### config.mk
export PLATFORM = sky130hd
export DESIGN_NAME = cache_stats_readout_sequencer
export DESIGN_NICKNAME = d
export VERILOG_FILES = /design/src/rtl/cache_stats_readout_sequencer.sv
export SDC_FILE = /design/constraint.sdc
export NUM_CORES = 1
export LEC_CHECK = 0
export ABC_AREA = 1
export CELL_PAD_IN_SITES_DETAIL_PLACEMENT = 0
export CELL_PAD_IN_SITES_GLOBAL_PLACEMENT = 2
export CORE_MARGIN = 1
export CORE_UTILIZATION = 23
export DETAILED_ROUTE_END_ITERATION = 7
export PLACE_DENSITY = 0.76
export RECOVER_POWER = 100
export SLEW_MARGIN = 5
export SYNTH_ARGS = -nofsm -noshare
export SYNTH_HDL_FRONTEND = slang
export SYNTH_SLANG_ARGS = --single-unit
### constraint.sdc
create_clock -name clock_i -period 1.7 [get_ports clock_i]
set_input_delay 0.34 -clock clock_i [delete_from_list [all_inputs] [get_ports clock_i]]
set_output_delay 0.34 -clock clock_i [all_outputs]
set_load 0.02 [all_outputs]
### src/rtl/cache_stats_readout_sequencer.sv
// Host-side reader for the cache performance controller register window: walks an index
// range, waits out the controller's read latency and streams each returned word on valid/ready.
module cache_stats_readout_sequencer #(
    parameter int READ_LATENCY   = 2,
    parameter bit FREEZE_ON_READ = 1'b1,
    parameter int IDX_W          = 5
) (
    input  logic             clock_i,
    input  logic             reset_i,
    input  logic             start_i,
    input  logic [IDX_W-1:0] first_idx_i,
    input  logic [IDX_W-1:0] last_idx_i,
    input  logic [1:0]       record_sel_i,
    input  logic             count_en_i,
    output logic [31:0]      comm_o,
    output logic [1:0]       select_data_record_o,
    input  logic [31:0]      comm_i,
    output logic [31:0]      data_o,
    output logic [IDX_W-1:0] tag_o,
    output logic             valid_o,
    input  logic             ready_i,
    output logic             busy_o,
    output logic             done_o,
    output logic [IDX_W:0]   words_o
);

    typedef enum logic [2:0] {
        S_IDLE,
        S_ISSUE,
        S_WAIT,
        S_CAPTURE,
        S_PUSH,
        S_DONE
    } state_t;

    localparam logic [3:0] WAIT_LOAD = 4'(READ_LATENCY - 1);

    state_t           state_reg, state_next;
    logic [IDX_W-1:0] cur_reg;
    logic [IDX_W-1:0] last_reg;
    logic [1:0]       sel_reg;
    logic [3:0]       wait_reg;
    logic [IDX_W:0]   words_reg;
    logic [IDX_W:0]   words_out_reg;
    logic [31:0]      data_reg;
    logic [IDX_W-1:0] tag_reg;
    logic             valid_reg;
    logic             reading;
    logic             handshake;

    // The index stays on the bus from ISSUE until the word is handed off.
    assign reading   = (state_reg == S_ISSUE) || (state_reg == S_WAIT) ||
                       (state_reg == S_CAPTURE) || (state_reg == S_PUSH);
    assign handshake = (state_reg == S_PUSH) && valid_reg && ready_i;

    always_comb begin
        state_next = state_reg;
        case (state_reg)
            S_IDLE: begin
                if (start_i) begin
                    state_next = (first_idx_i > last_idx_i) ? S_DONE : S_ISSUE;
                end
            end
            S_ISSUE:   state_next = S_WAIT;
            S_WAIT:    state_next = (wait_reg == 4'd0) ? S_CAPTURE : S_WAIT;
            S_CAPTURE: state_next = S_PUSH;
            S_PUSH: begin
                if (handshake) begin
                    state_next = (cur_reg == last_reg) ? S_DONE : S_ISSUE;
                end
            end
            S_DONE:    state_next = S_IDLE;
            default:   state_next = S_IDLE;
        endcase
    end

    always_comb begin
        comm_o               = '0;
        comm_o[IDX_W-1:0]    = reading ? cur_reg : '0;
        // Freezing keeps lo/hi halves of 64-bit counters coherent across the dump.
        comm_o[24]           = ((state_reg == S_IDLE) || !FREEZE_ON_READ) ? count_en_i : 1'b0;
        select_data_record_o = (state_reg == S_IDLE) ? 2'b00 : sel_reg;
        busy_o               = (state_reg != S_IDLE);
        done_o               = (state_reg == S_DONE);
    end

    always_ff @(posedge clock_i) begin
        if (reset_i) begin
            state_reg     <= S_IDLE;
            cur_reg       <= '0;
            last_reg      <= '0;
            sel_reg       <= 2'b00;
            wait_reg      <= 4'd0;
            words_reg     <= '0;
            words_out_reg <= '0;
            data_reg      <= '0;
            tag_reg       <= '0;
            valid_reg     <= 1'b0;
        end else begin
            state_reg <= state_next;
            case (state_reg)
                S_IDLE: begin
                    if (start_i) begin
                        cur_reg   <= first_idx_i;
                        last_reg  <= last_idx_i;
                        sel_reg   <= record_sel_i;
                        words_reg <= '0;
                    end
                end
                S_ISSUE: wait_reg <= WAIT_LOAD;
                S_WAIT: begin
                    if (wait_reg != 4'd0) begin
                        wait_reg <= wait_reg - 4'd1;
                    end
                end
                S_CAPTURE: begin
                    data_reg  <= comm_i;
                    tag_reg   <= cur_reg;
                    valid_reg <= 1'b1;
                    words_reg <= words_reg + 1'b1;
                end
                S_PUSH: begin
                    // Comparing against last (not a wrapped successor) lets the top index terminate.
                    if (handshake) begin
                        valid_reg <= 1'b0;
                        if (cur_reg != last_reg) begin
                            cur_reg <= cur_reg + 1'b1;
                        end
                    end
                end
                S_DONE: words_out_reg <= words_reg;
                default: ;
            endcase
        end
    end

    assign data_o  = data_reg;
    assign tag_o   = tag_reg;
    assign valid_o = valid_reg;
    assign words_o = words_out_reg;

endmodule
==> metrics.cfg <==
[run_status]
outcome=finished, violations left
violations=setup timing

[floorplan]
die_h_um=121
core_area_mm2=0.0139
die_w_um=121
initial_core_util_pct=23.5
row_count=43
ios=129
die_area_mm2=0.0147

[place]
finalWeightedCongestion=0.765
dp_cells=731
placement.cell_area_mm2=0.00454
dp_hpwl_um=6530
io_buffers=102

[hold_path]
min_path_type=reg -> reg

[synthesis]
synth_top_area_share_pct=42.4
synth_ff_type=dfxtp_1
avgSynthCellArea_um2=7.46
synth_most_common_cell=nor2_1
ys_ff_latch=69
synth_edf_count=0
syn-cell-area_mm2=0.00326
synth_area_leaders=dfxtp_1 (42%), nor2_1 (11%), o21ai_0 (8.9%)
synthCells=437
synth_common_cells=nor2_1 (99), dfxtp_1 (69), o21ai_0 (58), nand2_1 (52), inv_1 (32)
seq_area_frac_synth_pct=42.4
async_flop_share_pct=0
yosys.area.top_type=dfxtp_1
synth_cell_types=36
ys_warn_count=0

[global_routing]
grt_max_degree=48
gr-total-overflow=0
grt_pass1_vias=2858
antenna_found_initial=0
grtUsageTotal_pct=12.4
grt_pass1_wl_um=14000

[critical_path]
setup.worst_path.start_class=flop
r2r_slack_ns=0.06
crit_fanout=7
critPathKind=reg -> out
required_ns=1.36
arrival_ns=1.41
worstSetupEndpointType=output port

[detailed_routing]
top_layer_used=met4
routed_wl_um=8990
vias=3107
dr_wl_met2_um=4410
drc=0
wl_met3_um=450
drtAntennaViolNets=0
met1_length_um=3860
via_per_inst=4.14
firstDrtPassIters=4
drt_iter0_drc=141
wl_per_cell_um=12.0

[cells_and_area]
nNetsFinal=622
syn_to_final_growth_pct=48.3
final_cells=750
fin_area_mm2=0.00484
layout-drive-gt1-share_pct=15.1
diodes=0
nFillCells=1470
largest_register_ffs=32

[clock_tree]
clock_latency_ns=0.32
clkSinkCount=69
cts_hold_buffers=0
htreeDepth=3
cts_max_path_buffers=2
cts_inserted_buffers=9
cts_tree=done
clk_pin_slew_ns=0.05
cts_root_buffer=clkbuf_16

[sta]
fin_ws_ns=-0.0519
fmaxAchievable_mhz=571
rsz0062_at_grt=yes
fin_skew_ns=0.00392
period_share_pct=103
setup_violations=5
min_period_ns=1.75
slew_viol_final=0
slew_headroom_pct=60.5
hold_violations=0
tightestPinTransition_ns=0.592

[flow_run]
cap_violations=0

[power]
power.leakage_nw=2.04
peakVddDrop_mv=0.523
power.density_mw_per_mm2=1450

cell type report:
cell class	count	area, um2	share of cell area, %
Clock inverter	1	5.00	0.103
Multi-Input combinational cell	311	1540	31.9
Timing Repair Buffer	136	1250	25.9
Clock buffer	15	268	5.54
Sequential cell	69	1390	28.7
Inverter	38	153	3.16
Tap cell	180	225	4.66
worst max-delay path: stages (launching register included):
cell     delay [ns]
dfxtp_2        0.33
inv_4          0.11
nand3_2        0.09
nand2_1        0.12
nor3_2         0.04
buf_4          0.16
nor2_1         0.09
buf_4          0.15
kinds of logic (layout without fill, tap and decap cells):
family                     after synthesis  in the layout  synth area share, %
AOI/OAI and AO/OA                       90             90                 14.3
xor gates and xnor gates                 2              2                0.537
adders and majority gates                8              8                 3.07
buffers and inverters                   82            190                 13.7
DFF                                     69             69                 42.4
other                                    1             26                0.115
and+or+nand+nor                        185            185                 25.9
what timing repair did:
action,in CTS,in global routing
setup endpoints to repair,10,9
gates resized for setup,50,10
pin swaps,0,2
buffers inserted,0,3
power by group:
part / leakage, nW / switching (mW) / internal, mW
Clock: 0.134 / 0.636 / 1.07
Sequential: 0.562 / 0.197 / 1.96
Combinational: 1.34 / 1.79 / 1.37
Total: 2.04 / 2.63 / 4.40
stage by stage:
stage / util [%] / hold slack, ns / setup TNS, ns / total power [mW] / setup WS, ns
detailed placement: 32.7 / 0.449 / -2.08 / 5.29 / -0.233
CTS: 34.5 / 0.457 / -0.369 / 6.97 / -0.0778
global placement: 32.7 / 0.439 / -1.71 / 5.24 / -0.200
floorplan: - / 0.430 / 0 / 4.00 / 0.185
finish: 34.8 / 0.453 / -0.241 / 7.02 / -0.0519
global route: 34.8 / 0.477 / -0.717 / 7.55 / -0.132
per-layer routing:
metal / track usage [%] / up-vias
met3: 1.88 / 14
met4: 6.64 / 0
li1: - / 1602
met1: 14.7 / 1401
met5: 0 / -
met2: 21.3 / 90
final timing paths:
check,startpoint,end,depth (start not counted)
max,state_reg[2]$_SDFFE_PP0P_,comm_o[3],7
min,sel_reg[1]$_SDFFE_PP0P_,sel_reg[1]$_SDFFE_PP0P_,2
max reg2reg,state_reg[2]$_SDFFE_PP0P_,words_reg[5]$_SDFFE_PP0P_,7
min reg2reg,sel_reg[1]$_SDFFE_PP0P_,sel_reg[1]$_SDFFE_PP0P_,2
cell usage in the layout (no fill, tap or decap), types with 2 or more instances in the layout:
master and n:
a21oi_1 23, a21oi_2 2, buf_4 39, clkbuf_1 5, clkbuf_16 9, clkbuf_8 2
clkdlybuf4s50_1 91, conb_1 26, dfxtp_1 66, dfxtp_4 2, ha_1 8, inv_1 32
inv_2 2, inv_4 4, nand2_1 52, nand2_4 5, nand3_1 9, nand3_2 4
nand4_1 3, nor2_1 99, nor2_4 2, nor3_1 2, o21ai_0 58, o21ai_1 5
xor2_1 2
No activity file was read; power rests on OpenSTA's default activity.
